## src/rtl/hazard_ctrl_pkg.sv

```systemverilog
// Shared CPU definitions used by the hazard controller: jump/branch codes,
// FSM state encoding and the ID-stage register dependency helper.
package hazard_ctrl_pkg;

    localparam int REG_AW = 5;
    localparam int CNT_W  = 32;

    typedef enum logic [2:0] {
        JB_OTHERS = 3'd0,
        JB_BEQ    = 3'd1,
        JB_BNE    = 3'd2,
        JB_JR     = 3'd3,
        JB_J      = 3'd4,
        JB_JAL    = 3'd7
    } jb_e;

    typedef enum logic {
        ST_RUN  = 1'b0,
        ST_HOLD = 1'b1
    } state_e;

    // True when a producer writing wr_addr feeds an operand the ID instruction reads.
    function automatic logic id_dep(
        input logic              reg_write,
        input logic [REG_AW-1:0] wr_addr,
        input logic              use_rs,
        input logic [REG_AW-1:0] rs_addr,
        input logic              use_rt,
        input logic [REG_AW-1:0] rt_addr
    );
        return reg_write && (wr_addr != '0) &&
               ((use_rs && (wr_addr == rs_addr)) || (use_rt && (wr_addr == rt_addr)));
    endfunction

endpackage

```

## src/rtl/hazard_ctrl_if.sv

```systemverilog
// Pipeline <-> hazard controller bundle: ID/EX/MEM status in, stall/flush controls out.
interface hazard_ctrl_if;
    import hazard_ctrl_pkg::*;

    logic [2:0]        ID_JumpBranch;
    logic [REG_AW-1:0] ID_rsAddr;
    logic [REG_AW-1:0] ID_rtAddr;
    logic              ID_UseRs;
    logic              ID_UseRt;
    logic              ID_MemWrite;
    logic              ID_Taken;
    logic [REG_AW-1:0] EX_wrAddr;
    logic              EX_RegWrite;
    logic              EX_MemtoReg;
    logic [REG_AW-1:0] MEM_wrAddr;
    logic              MEM_RegWrite;
    logic              MEM_MemtoReg;
    logic              Mem_Busy;

    logic              PC_Write;
    logic              IFID_Write;
    logic              IFID_Flush;
    logic              IDEX_Flush;
    logic              Pipe_Freeze;
    logic [CNT_W-1:0]  Stall_Count;
    logic [CNT_W-1:0]  Flush_Count;

    modport master (
        output ID_JumpBranch, ID_rsAddr, ID_rtAddr, ID_UseRs, ID_UseRt, ID_MemWrite, ID_Taken,
        output EX_wrAddr, EX_RegWrite, EX_MemtoReg, MEM_wrAddr, MEM_RegWrite, MEM_MemtoReg,
        output Mem_Busy,
        input  PC_Write, IFID_Write, IFID_Flush, IDEX_Flush, Pipe_Freeze, Stall_Count, Flush_Count
    );

    modport slave (
        input  ID_JumpBranch, ID_rsAddr, ID_rtAddr, ID_UseRs, ID_UseRt, ID_MemWrite, ID_Taken,
        input  EX_wrAddr, EX_RegWrite, EX_MemtoReg, MEM_wrAddr, MEM_RegWrite, MEM_MemtoReg,
        input  Mem_Busy,
        output PC_Write, IFID_Write, IFID_Flush, IDEX_Flush, Pipe_Freeze, Stall_Count, Flush_Count
    );

endinterface

```

## src/rtl/hazard_ctrl_sat_counter32.sv

```systemverilog
// Event counter that sticks at all-ones instead of wrapping; width defaults to 32.
module sat_counter32 #(
    parameter int W = 32
) (
    input  logic         clk,
    input  logic         rst,
    input  logic         inc,
    output logic [W-1:0] q
);

    logic [W-1:0] cnt_q;
    logic [W-1:0] cnt_d;

    always_comb begin
        cnt_d = cnt_q;
        if (inc && (cnt_q != '1)) begin
            cnt_d = cnt_q + {{(W-1){1'b0}}, 1'b1};
        end
    end

    // NOTE: state registers use <= so every flop samples pre-edge values.
    always_ff @(posedge clk) begin
        if (rst) begin
            cnt_q <= '0;
        end else begin
            cnt_q <= cnt_d;
        end
    end

    assign q = cnt_q;

endmodule

```

## src/rtl/hazard_ctrl.sv

```systemverilog
// Load-use / branch-operand hazard controller: multi-cycle stall FSM, taken-branch
// flush, memory-busy freeze and saturating stall/flush event counters.
module hazard_ctrl
    import hazard_ctrl_pkg::*;
(
    input  logic        clk,
    input  logic        rst,
    hazard_ctrl_if.slave hz
);

    state_e     state_q, state_d;
    logic [1:0] rem_q, rem_d;
    logic [1:0] need;
    logic [1:0] need_m1;
    logic       branch_jr;
    logic       dep_ex;
    logic       dep_mem;
    logic       load_use;
    logic       stall;
    logic       stall_cyc;
    logic       flush_cyc;

    always_comb begin
        branch_jr = (hz.ID_JumpBranch == JB_BEQ) || (hz.ID_JumpBranch == JB_BNE) ||
                    (hz.ID_JumpBranch == JB_JR);
        dep_ex    = id_dep(hz.EX_RegWrite, hz.EX_wrAddr, hz.ID_UseRs, hz.ID_rsAddr,
                           hz.ID_UseRt, hz.ID_rtAddr);
        dep_mem   = id_dep(hz.MEM_RegWrite, hz.MEM_wrAddr, hz.ID_UseRs, hz.ID_rsAddr,
                           hz.ID_UseRt, hz.ID_rtAddr);
        // A store's rt is picked up later by WB->MEM forwarding, so it never waits on a load.
        load_use  = !branch_jr && hz.EX_MemtoReg && id_dep(hz.EX_RegWrite, hz.EX_wrAddr,
                    hz.ID_UseRs, hz.ID_rsAddr, hz.ID_UseRt && !hz.ID_MemWrite, hz.ID_rtAddr);

        need = 2'd0;
        if (branch_jr && dep_ex && hz.EX_MemtoReg) begin
            need = 2'd2;
        end else if ((branch_jr && dep_ex) || (branch_jr && dep_mem && hz.MEM_MemtoReg) ||
                     load_use) begin
            need = 2'd1;
        end
        need_m1 = need - 2'd1;
    end

    // NOTE: every always_comb output gets a default first so no latch is inferred.
    always_comb begin
        state_d = state_q;
        rem_d   = rem_q;
        stall   = 1'b0;
        if (!hz.Mem_Busy) begin
            unique case (state_q)
                ST_RUN: begin
                    if (need != 2'd0) begin
                        stall   = 1'b1;
                        rem_d   = need_m1;
                        state_d = (need_m1 != 2'd0) ? ST_HOLD : ST_RUN;
                    end
                end
                ST_HOLD: begin
                    stall   = 1'b1;
                    rem_d   = (rem_q != 2'd0) ? rem_q - 2'd1 : 2'd0;
                    state_d = (rem_q <= 2'd1) ? ST_RUN : ST_HOLD;
                end
                default: state_d = ST_RUN;
            endcase
        end
    end

    always_comb begin
        hz.PC_Write    = 1'b1;
        hz.IFID_Write  = 1'b1;
        hz.IFID_Flush  = 1'b0;
        hz.IDEX_Flush  = 1'b0;
        hz.Pipe_Freeze = 1'b0;
        if (rst) begin
            hz.PC_Write   = 1'b0;
            hz.IFID_Write = 1'b0;
            hz.IFID_Flush = 1'b1;
            hz.IDEX_Flush = 1'b1;
        end else if (hz.Mem_Busy) begin
            hz.PC_Write    = 1'b0;
            hz.IFID_Write  = 1'b0;
            hz.Pipe_Freeze = 1'b1;
        end else if (stall) begin
            hz.PC_Write   = 1'b0;
            hz.IFID_Write = 1'b0;
            hz.IDEX_Flush = 1'b1;
        end else if (hz.ID_Taken) begin
            hz.IFID_Flush = 1'b1;
        end
    end

    assign stall_cyc = stall && !rst;
    assign flush_cyc = hz.IFID_Flush && !rst;

    // NOTE: only control state is reset; there is no storage array here to clear.
    always_ff @(posedge clk) begin
        if (rst) begin
            state_q <= ST_RUN;
            rem_q   <= 2'd0;
        end else begin
            state_q <= state_d;
            rem_q   <= rem_d;
        end
    end

    sat_counter32 #(.W(CNT_W)) u_stall_cnt (
        .clk (clk),
        .rst (rst),
        .inc (stall_cyc),
        .q   (hz.Stall_Count)
    );

    sat_counter32 #(.W(CNT_W)) u_flush_cnt (
        .clk (clk),
        .rst (rst),
        .inc (flush_cyc),
        .q   (hz.Flush_Count)
    );

endmodule

```

## src/flat_wrapper.sv

```systemverilog
// flat-port wrapper written by rule: the top's interface ports become plain ports
module hazard_ctrl_flat import hazard_ctrl_pkg::*;
  (clk, rst, hz_ID_JumpBranch, hz_ID_rsAddr, hz_ID_rtAddr, hz_ID_UseRs, hz_ID_UseRt, hz_ID_MemWrite, hz_ID_Taken, hz_EX_wrAddr, hz_EX_RegWrite, hz_EX_MemtoReg, hz_MEM_wrAddr, hz_MEM_RegWrite, hz_MEM_MemtoReg, hz_Mem_Busy, hz_PC_Write, hz_IFID_Write, hz_IFID_Flush, hz_IDEX_Flush, hz_Pipe_Freeze, hz_Stall_Count, hz_Flush_Count);
  hazard_ctrl_if hz_i ();
  input  logic clk;
  input  logic rst;
  input wire logic [$bits(hz_i.ID_JumpBranch)-1:0] hz_ID_JumpBranch;
  input wire logic [$bits(hz_i.ID_rsAddr)-1:0] hz_ID_rsAddr;
  input wire logic [$bits(hz_i.ID_rtAddr)-1:0] hz_ID_rtAddr;
  input wire logic [$bits(hz_i.ID_UseRs)-1:0] hz_ID_UseRs;
  input wire logic [$bits(hz_i.ID_UseRt)-1:0] hz_ID_UseRt;
  input wire logic [$bits(hz_i.ID_MemWrite)-1:0] hz_ID_MemWrite;
  input wire logic [$bits(hz_i.ID_Taken)-1:0] hz_ID_Taken;
  input wire logic [$bits(hz_i.EX_wrAddr)-1:0] hz_EX_wrAddr;
  input wire logic [$bits(hz_i.EX_RegWrite)-1:0] hz_EX_RegWrite;
  input wire logic [$bits(hz_i.EX_MemtoReg)-1:0] hz_EX_MemtoReg;
  input wire logic [$bits(hz_i.MEM_wrAddr)-1:0] hz_MEM_wrAddr;
  input wire logic [$bits(hz_i.MEM_RegWrite)-1:0] hz_MEM_RegWrite;
  input wire logic [$bits(hz_i.MEM_MemtoReg)-1:0] hz_MEM_MemtoReg;
  input wire logic [$bits(hz_i.Mem_Busy)-1:0] hz_Mem_Busy;
  output wire logic [$bits(hz_i.PC_Write)-1:0] hz_PC_Write;
  output wire logic [$bits(hz_i.IFID_Write)-1:0] hz_IFID_Write;
  output wire logic [$bits(hz_i.IFID_Flush)-1:0] hz_IFID_Flush;
  output wire logic [$bits(hz_i.IDEX_Flush)-1:0] hz_IDEX_Flush;
  output wire logic [$bits(hz_i.Pipe_Freeze)-1:0] hz_Pipe_Freeze;
  output wire logic [$bits(hz_i.Stall_Count)-1:0] hz_Stall_Count;
  output wire logic [$bits(hz_i.Flush_Count)-1:0] hz_Flush_Count;
  assign hz_i.ID_JumpBranch = hz_ID_JumpBranch;
  assign hz_i.ID_rsAddr = hz_ID_rsAddr;
  assign hz_i.ID_rtAddr = hz_ID_rtAddr;
  assign hz_i.ID_UseRs = hz_ID_UseRs;
  assign hz_i.ID_UseRt = hz_ID_UseRt;
  assign hz_i.ID_MemWrite = hz_ID_MemWrite;
  assign hz_i.ID_Taken = hz_ID_Taken;
  assign hz_i.EX_wrAddr = hz_EX_wrAddr;
  assign hz_i.EX_RegWrite = hz_EX_RegWrite;
  assign hz_i.EX_MemtoReg = hz_EX_MemtoReg;
  assign hz_i.MEM_wrAddr = hz_MEM_wrAddr;
  assign hz_i.MEM_RegWrite = hz_MEM_RegWrite;
  assign hz_i.MEM_MemtoReg = hz_MEM_MemtoReg;
  assign hz_i.Mem_Busy = hz_Mem_Busy;
  assign hz_PC_Write = hz_i.PC_Write;
  assign hz_IFID_Write = hz_i.IFID_Write;
  assign hz_IFID_Flush = hz_i.IFID_Flush;
  assign hz_IDEX_Flush = hz_i.IDEX_Flush;
  assign hz_Pipe_Freeze = hz_i.Pipe_Freeze;
  assign hz_Stall_Count = hz_i.Stall_Count;
  assign hz_Flush_Count = hz_i.Flush_Count;
  hazard_ctrl u_core (.clk(clk), .rst(rst), .hz(hz_i));
endmodule
```

## config.mk

```make
export PLATFORM = sky130hd
export DESIGN_NAME = hazard_ctrl_flat
export DESIGN_NICKNAME = d
export VERILOG_FILES = /design/src/rtl/hazard_ctrl_pkg.sv /design/src/rtl/hazard_ctrl_if.sv /design/src/rtl/hazard_ctrl_sat_counter32.sv /design/src/rtl/hazard_ctrl.sv /design/src/flat_wrapper.sv
export SDC_FILE = /design/constraint.sdc
export NUM_CORES = 1
export LEC_CHECK = 0
export BUFFER_PORTS_ARGS = -buffer_cell sky130_fd_sc_hd__buf_2
export CORE_ASPECT_RATIO = 0.9
export CORE_MARGIN = 2
export CORE_UTILIZATION = 43
export CTS_BUF_LIST = sky130_fd_sc_hd__clkbuf_16
export DETAILED_ROUTE_END_ITERATION = 6
export PLACE_DENSITY = 0.68
export SYNTH_ARGS = -nofsm -noshare
export SYNTH_HDL_FRONTEND = slang
export SYNTH_SLANG_ARGS = --single-unit
```

## constraint.sdc

```tcl
create_clock -name clk -period 4.45 [get_ports clk]
set_clock_uncertainty 0.1 [all_clocks]
set_input_delay 0.6675 -clock clk [delete_from_list [all_inputs] [get_ports clk]]
set_output_delay 0.6675 -clock clk [all_outputs]
set_load 0.01 [all_outputs]
```

-- After elaboration in Yosys (flattened, before gate mapping)
Cells that the tools add are included.
- flip-flop bits (word level): 67
- input bits: 34
- add/sub/neg operators: 4
- order comparisons: 1
- equality and inequality tests: 10
- multiplexer cells: 24
- bitwise logic cells: 2
- reductions and logical operators: 37
- operator list (cell ; number):
    adder 32 x 1 -> 32 bit (second input constant) ; 2
    != test 32 bit (second input constant) ; 2
    logical AND 1 bit ; 21
    == test 5 bit ; 4
    two-way mux 1 bit ; 18
    nonzero test 5 bit ; 2
    logical OR 1 bit ; 7
    == test 3 x 2 -> 1 bit (second input constant) ; 2
    two-way mux 2 bit ; 3
    nonzero test 2 bit ; 3
    one-hot mux 1 bit (2 select lines) ; 2
    one-hot mux 2 bit (2 select lines) ; 1
    subtractor 2 x 1 -> 2 bit (second input constant) ; 2
    == test 3 x 1 -> 1 bit (second input constant) ; 1
    logical NOT 1 bit ; 3
    <= comparator 2 x 1 -> 1 bit (second input constant) ; 1
    != test 2 x 1 -> 1 bit (second input constant) ; 1
    NOT 1 bit ; 2
    AND reduction 2 bit ; 1

-- Logic depth before layout (Yosys ltp)
Gate-level depths: netlist (run 1).
- depth after elaboration: 19
- depth in mapped cells: 11

-- Cells and area by module
From an unflattened synthesis (run 1), not the netlist that was laid out.
- cell total of the unflattened synthesis: 468
- area total of the unflattened synthesis: 3917.5 um^2
- modules (own cells, without submodules) (module ; instances ; cells an instance ; area each (um^2)):
    sat_counter32 ; 2 ; 199 ; 1674.1
    hazard_ctrl ; 1 ; 70 ; 569.3

-- Worst setup path before layout (run 1)
OpenSTA, ideal clock, no wires.
- kind: input to output
- start point: input port hz_EX_wrAddr[0]
- end point: output port hz_PC_Write
- arrival: 2.259 ns
- data required time: 3.682 ns
- setup slack: 1.423 ns
- stages: 6
- buffers on the path: 2
- path through: or4_1 > o21a_1 > and3_1 > buf_2 > nor3_1 > buf_4
- longest elaborated chain between the ends: 16
- elaborated cells on any way between the ends: 25
- classes of those cells: eq/ne: 2; mux: 8; reduce/logical: 15
- ends and longest elaborated chain (item ; line ; RTL):
    start, declared ; flat_wrapper.sv:14 ; input wire logic [$bits(hz_i.EX_wrAddr)-1:0] hz_EX_wrAddr;
    == test 5 bit ; hazard_ctrl_pkg.sv:32 ; ((use_rs && (wr_addr == rs_addr)) || (use_rt && (wr_addr == rt_addr)));
    logical AND 1 bit ; hazard_ctrl_pkg.sv:32 ;
    logical OR 1 bit ; hazard_ctrl_pkg.sv:32 ;
    logical AND 1 bit ; hazard_ctrl_pkg.sv:31 ; return reg_write && (wr_addr != '0) &&
    logical AND 1 bit ; hazard_ctrl.sv:35, hazard_ctrl.sv:37 ;
    logical OR 1 bit (2 in series) ; hazard_ctrl.sv:37 ; end else if ((branch_jr && dep_ex) || (branch_jr && dep_mem && hz.MEM_MemtoReg) ||
    two-way mux 1 bit ; hazard_ctrl.sv:37 ;
    two-way mux 2 bit (*) ; hazard_ctrl.sv:35 ; if (branch_jr && dep_ex && hz.EX_MemtoReg) begin
    nonzero test 2 bit (*) ; hazard_ctrl.sv:52 ; if (need != 2'd0) begin
    two-way mux 1 bit (*) ; hazard_ctrl.sv:52 ;
    one-hot mux 1 bit (2 select lines) (*) ; hazard_ctrl.sv:50 ; unique case (state_q)
    two-way mux 1 bit (*) ; hazard_ctrl.sv:49 ; if (!hz.Mem_Busy) begin
    two-way mux 1 bit (*) (3 in series) ; - ;
    end, declared ; flat_wrapper.sv:21 ; output wire logic [$bits(hz_i.PC_Write)-1:0] hz_PC_Write;
Mark *: on every way between the ends. The rest lies on a longest branch, timed or not.

-- Worst setup path in the final report (run 1)
- start point: input port hz_ID_rtAddr[4]
- end point: output port hz_IFID_Flush
- longest elaborated chain between the ends: 17
- elaborated cells on any way between the ends: 27
- classes of those cells: eq/ne: 2; mux: 8; reduce/logical: 17
- ends and longest elaborated chain (item ; line ; RTL):
    start, declared ; flat_wrapper.sv:9 ; input wire logic [$bits(hz_i.ID_rtAddr)-1:0] hz_ID_rtAddr;
    == test 5 bit ; hazard_ctrl_pkg.sv:32 ;
    logical AND 1 bit ; hazard_ctrl_pkg.sv:32 ;
    logical OR 1 bit ; hazard_ctrl_pkg.sv:32 ;
    logical AND 1 bit ; hazard_ctrl_pkg.sv:31 ;
    logical AND 1 bit (2 in series) ; hazard_ctrl.sv:37 ;
    logical OR 1 bit (2 in series) ; hazard_ctrl.sv:37 ;
    two-way mux 1 bit ; hazard_ctrl.sv:37 ;
    two-way mux 2 bit (*) ; hazard_ctrl.sv:35 ;
    nonzero test 2 bit (*) ; hazard_ctrl.sv:52 ;
    two-way mux 1 bit (*) ; hazard_ctrl.sv:52 ;
    one-hot mux 1 bit (2 select lines) (*) ; hazard_ctrl.sv:50 ;
    two-way mux 1 bit (*) ; hazard_ctrl.sv:49 ;
    two-way mux 1 bit (*) ; hazard_ctrl.sv:83 ; end else if (stall) begin
    two-way mux 1 bit (*) ; hazard_ctrl.sv:79 ; end else if (hz.Mem_Busy) begin
    two-way mux 1 bit (*) ; hazard_ctrl.sv:74 ; if (rst) begin
    end, declared ; flat_wrapper.sv:23 ; output wire logic [$bits(hz_i.IFID_Flush)-1:0] hz_IFID_Flush;
Marks and branches as above.

==> run_results.csv, run 1 <==
group,metric,value,unit
drt,drtPass1Iterations,6,
outcome,status,"completed",
logic_synthesis,synth_top_area_share,35.4,%
global_routing,grt_max_degree,64,
place,dpl.hpwl,7360,um
logic_synthesis,async_flop_share,0,%
layout,final_common_cell,"buf_2",
cts,clk_latency,0.33,ns
place,placed_area,4350,um2
sta,max_slew_margin,43.8,%
layout,final_cell_area,4680,um2
logic_synthesis,synthFlopType,"dfxtp_1",
drt,vias_per_cell,5.69,
pwr,p_sw_share,22.5,%
logic_synthesis,synthTopCellsByArea,"dfxtp_1 (35%), a21oi_1 (5.4%), or4_1 (4.2%), or3_1 (4.0%), o31ai_1 (3.6%)",
drt,drt_iter0_drc,185,
floorplanning,ioPinCount,103,
layout,antenna_cells,0,
pwr,p_per_area,311,nW/um2
layout,syn2layout_area_growth,23.4,%
layout,multi_input_area,2280,um2
global_routing,grt_antenna_before_repair,0,
sta,report.final.setup_viol,0,
pwr,p_sw,327,uW
floorplanning,rows,32,
drt,drt.antenna.violating_nets,0,
logic_synthesis,synthesis.area,3790,um2
floorplanning,initial_core_util,44.2,%
place,gp_congestion,0.833,
drt,wl_per_cell,15.2,um
pwr,p_seq_share,41.3,%
floorplanning,core_area,8570,um2
sta,fin_crit_sh,73.0,%
cts,postCtsResizedCells,0,
floorplanning,die-area,9580,um2
drt,drc,0,
pwr,power_leakage,1.74,nW
sta,rsz0062_at_grt,"false",
critical_path,worst_setup_path_end_kind,"output pin",
critical_path,regToRegSetupSlack,1.26,ns
cts,cts_tree,"built",
global_routing,overflow,0,
sta,hold_viol_final,0,
floorplanning,die_x,103,um
sta,setup_tns,0,ns
logic_synthesis,synth_edf_count,0,
cts,root_buffer,"clkbuf_16",
worst_hold_path,hp-class,"flip-flop to flip-flop",
pwr,power.clock.fraction,52.7,%
critical_path,critPathKind,"input pin to output pin",
pwr,p_int,1.13,mW
layout,register_area,1340,um2
logic_synthesis,synth_top_cell_by_area,"dfxtp_1",
cts,postCtsHoldBufs,0,
logic_synthesis,yosys_register_bits,67,
logic_synthesis,synth_nets,496,
critical_path,crit_required,3.68,ns
cts,cts_setup_buffers,0,
logic_synthesis,syn_avg_cell_area,8.24,um2
layout,drive_gt1_share,25.3,%
cts,cts.clk_slew.worst_paths,0.05,ns
logic_synthesis,yosysUniqueCellTypes,56,
flow_run,maxCapViolCount,0,
sta,max_freq,308,MHz
drt,totalWireLength,10300,um
sta,period_minus_slack,3.25,ns
critical_path,worstPathMaxFanout,6,
global_routing,first_global_vias,3463,
cts,cts_buffers,9,
critical_path,cp.arrival,2.48,ns
floorplanning,die_y,93.1,um
sta,drv_slew,0,
global_routing,grt_pass1_wl,16900,um
cts,cts_max_level,3,
global_routing,grt_usage,22.0,%
place,io_buffers,102,
logic_synthesis,syn_inst,460,
critical_path,cp-start-kind,"input pin",
pwr,max-vdd-ir-drop,185,uV
drt,num_vias,3847,
layout,layout_common_cells,"buf_2 (102), dfxtp_1 (67), a21oi_1 (41)",
pwr,comb_power_share,6.0,%
layout,nets,588,
sta,tightest_slew,0.843,ns
logic_synthesis,yosysSeqAreaShare,35.4,%
cts,cts.sinks,67,
cts,clockBufferDepth,2,
layout,num-fill-cells,835,
logic_synthesis,ys_warn_count,0,
## flip-flops by register name, summed over array words and instances, names as in the netlist
register              flops
u_core.u_flush_cnt.q     32
u_core.u_stall_cnt.q     32
u_core.rem_q              2
u_core.state_q            1
## logic make-up (layout without fill, tap and decap cells)
family | count (synthesis) | after routing | synth area share [%]
AOI/OAI and AO/OA | 120 | 120 | 21.3
DFF | 67 | 67 | 35.4
muxes | 9 | 9 | 2.67
xor gates and xnor gates | 25 | 25 | 5.78
adders and majority gates | 2 | 2 | 0.660
buffers and inverters | 36 | 133 | 4.46
and+or+nand+nor | 201 | 201 | 29.7
## path summary, 6_finish.rpt
| path | from | to | cells past startpoint |
|---|---|---|---|
| max | hz_ID_rtAddr[4] | hz_IFID_Flush | 8 |
| min | u_core.rem_q[1] | u_core.rem_q[1] | 2 |
| min reg2reg | u_core.rem_q[1] | u_core.rem_q[1] | 2 |
| max reg2reg | u_core.u_flush_cnt.q[3] | u_core.u_flush_cnt.q[14] | 8 |
## final cells by class
cell class / instances / area share (%)
multi-input combinational: 357 / 48.7
sequential: 67 / 28.7
timing repair buffer: 106 / 11.6
clock buffer: 9 / 4.82
tap: 119 / 3.18
clock inverter: 7 / 2.14
inverter: 11 / 0.883
## worst max-delay path, cell delays in order
cell,delay [ns]
buf_2,0.12
xor2_1,0.16
nor4_1,0.30
a32oi_1,0.22
o221ai_2,0.45
nor2_1,0.14
a31o_2,0.27
buf_2,0.14
## Yosys cell counts (2+ instances only)
cell type / count
o41ai_1: 4
nand4_1: 20
a21oi_1: 41
buf_4: 3
nor4_1: 12
or4_1: 21
nand2b_1: 2
dfxtp_1: 67
nor2b_1: 5
o211ai_1: 2
nand3_2: 2
nand3_1: 26
or2_2: 4
nand2_1: 34
buf_6: 2
nor3_1: 3
and2_1: 3
nor2_1: 26
o31a_1: 5
buf_2: 6
or3_1: 24
mux2i_1: 3
and3_1: 10
o31ai_1: 18
xor2_1: 10
and4_1: 4
clkbuf_1: 14
ha_1: 2
o21a_1: 6
mux2_2: 3
xnor2_1: 15
mux2_1: 2
o311ai_0: 5
inv_1: 11
o21ai_0: 24
## power by group through the flow
stage	clock network, mW	logic [mW]	registers, mW
detailed placement	0	0.0868	0.615
CTS	0.781	0.0872	0.602
global placement	0	0.0861	0.615
finish	0.766	0.0874	0.602
floorplan	0	0.0516	0.615
global route	0.808	0.0960	0.601
## layer usage
layer | GRT usage (%) | routed length (um) | vias up
met5 | 0 | 0 | -
met4 | 6.14 | 174 | 0
met3 | 6.28 | 668 | 14
met2 | 33.2 | 4730 | 105
met1 | 30.8 | 4710 | 1795
li1 | - | - | 1933
## per-stage QoR
stage | total power, mW | worst slack (ns) | hold WS [ns] | util [%] | instances
5_1_grt | 1.51 | 1.07 | 0.405 | 54.6 | 676
3_3_place_gp | 0.701 | 1.20 | 0.332 | 50.8 | 660
6_report | 1.46 | 1.20 | 0.358 | 54.6 | 676
4_1_cts | 1.47 | 1.19 | 0.359 | 54.6 | 676
3_5_place_dp | 0.702 | 1.12 | 0.349 | 50.8 | 660
2_1_floorplan | 0.667 | 1.42 | 0.322 | - | 460
No activity file was read; power rests on OpenSTA's default activity.
==> run 2: changes to the inputs <==
clock period = 3 ns   (was 4.45 ns; I/O delays follow)
==> run_results.csv, run 2 (synthesis gave the netlist of run 1 again) <==
group,metric,value,unit
outcome,status,"completed",
critical_path,cpMostUsedCell,"buf_2",
drt,wl_per_cell,15.2,um
layout,multi_input_area,2280,um2
sta,tightest_slew,0.688,ns
floorplanning,rows,32,
pwr,power,2.05,mW
floorplanning,ioPinCount,103,
sta,worst_hold_slack,0.362,ns
layout,final_common_cell,"buf_2",
cts,cts.sinks,67,
critical_path,slowest_delay,0.53,ns
global_routing,grt_max_degree,31,
place,placed_area,4470,um2
sta,report.final.setup_viol,0,
drt,drt_iter0_drc,209,
cts,cts.clk_slew.worst_paths,0.05,ns
layout,nets,600,
global_routing,grt_antenna_before_repair,0,
sta,max_slew_margin,54.2,%
cts,cts_buffers,9,
critical_path,r2r-end,"u_core.u_flush_cnt.q[19]",
cts,clk_latency,0.33,ns
layout,drive_gt1_share,26.5,%
global_routing,grt_usage,21.9,%
sta,rsz0062_at_grt,"false",
pwr,max-vdd-ir-drop,247,uV
sta,max_freq,354,MHz
place,gp_congestion,0.817,
place,dpl.hpwl,7550,um
layout,final_cell_area,4750,um2
drt,drtPass1Iterations,4,
worst_hold_path,min_to,"u_core.rem_q[1]",
critical_path,worst_path_dominant_cell_family,"simple AND/OR/NAND/NOR gates",
cts,postCtsHoldBufs,0,
critical_path,cp.arrival,2.27,ns
global_routing,grt_pass1_wl,16900,um
floorplanning,die-area,9580,um2
critical_path,crit_required,2.45,ns
critical_path,cp-start-kind,"input pin",
drt,totalWireLength,10500,um
sta,drv_slew,0,
layout,register_area,1340,um2
sta,setup_tns,0,ns
pwr,p_per_area,432,nW/um2
layout,antenna_cells,0,
place,io_buffers,102,
place,pre_cts_slack,0.0710,ns
layout,layout_common_cells,"buf_2 (102), dfxtp_1 (67), a21oi_1 (41)",
drt,vias_per_cell,5.74,
cts,cts_tree,"built",
worst_hold_path,min_path_cells,2,
cts,root_buffer,"clkbuf_16",
global_routing,first_global_vias,3574,
floorplanning,core_area,8570,um2
sta,fin_crit_sh,94.1,%
cts,postCtsResizedCells,0,
critical_path,reg2reg_depth,8,
global_routing,overflow,0,
worst_hold_path,hold_start,"u_core.rem_q[1]",
critical_path,critPathKind,"input pin to output pin",
layout,utilization,55.5,%
sta,period_minus_slack,2.82,ns
flow_run,maxCapViolCount,0,
place,placedCellCount,672,
floorplanning,die_x,103,um
sta,hold_viol_final,0,
critical_path,cp_cell_sequence,"buf_2 > or4_1 > o21a_1 > nand2_2 > o221ai_2 > buf_4 > nor3_1 > buf_2",
pwr,power_leakage,1.80,nW
critical_path,path_buf_inv,3,
sta,timing.final.ws_setup,0.177,ns
cts,cts_max_level,3,
critical_path,r2r-start,"u_core.u_flush_cnt.q[24]",
worst_hold_path,hp-class,"flip-flop to flip-flop",
drt,drt.antenna.violating_nets,0,
floorplanning,initial_core_util,44.2,%
layout,num-fill-cells,839,
drt,drc,0,
critical_path,regToRegSetupSlack,0.36,ns
critical_path,worst_setup_path_end_kind,"output pin",
layout,syn2layout_area_growth,25.4,%
drt,num_vias,3949,
critical_path,critical_path.slowest_cell,"or4_1",
cts,clockBufferDepth,2,
layout,fin_cells,688,
floorplanning,die_y,93.1,um
cts,cts_setup_buffers,0,
critical_path,worstPathMaxFanout,5,
run 2: cell types whose count changed in the layout (fill, tap and decap cells not counted), sizes merged:
cell    previous run  this run
bufinv             2         1
buf              106       118
inv               12        13
run 2: routing by layer:
metal / track usage [%] / wire length, um
met4: 6.47 / 116
met3: 5.16 / 601
met5: 0 / 0
met1: 29.3 / 4870
met2: 35.2 / 4870
run 2: how the worst max path moves through the flow:
stage | cells past startpoint | endpoint | slack [ns] | startpoint
2_1_floorplan | 6 | hz_PC_Write | 0.41 | hz_EX_wrAddr[0]
3_3_place_gp | 8 | u_core.u_stall_cnt.q[31] | 0.09 | hz_ID_rtAddr[4]
3_5_place_dp | 8 | u_core.u_stall_cnt.q[31] | 0.07 | hz_ID_rtAddr[4]
4_1_cts | 9 | hz_IDEX_Flush | 0.17 | hz_ID_rtAddr[4]
5_1_grt | 9 | hz_IFID_Flush | 0.08 | hz_EX_wrAddr[0]
6_report | 8 | hz_IFID_Write | 0.18 | hz_EX_wrAddr[0]
run 2: worst register-to-register path, delay by kind of cell (launching register included):
family	cells	cell delay, ns
buffers and inverters	1	0.21
AND/OR/NAND/NOR	5	1.38
AO/OA/AOI/OAI	2	0.52
flip-flops	1	0.37
run 2: power breakdown:
| part | total [mW] | switching (mW) | internal, mW |
|---|---|---|---|
| combinational | 0.138 | 0.0818 | 0.0565 |
| sequential | 0.893 | 0.00126 | 0.891 |
| clock | 1.02 | 0.389 | 0.634 |
run 2: final cells by class:
| cell class | instances | area share [%] |
|---|---|---|
| inverters | 11 | 0.869 |
| flip-flops and latches | 67 | 28.2 |
| well taps | 119 | 3.13 |
| clock inverters | 7 | 1.29 |
| clock buffers | 9 | 4.74 |
| multi-input cells | 357 | 47.9 |
| repair buffers | 118 | 13.8 |
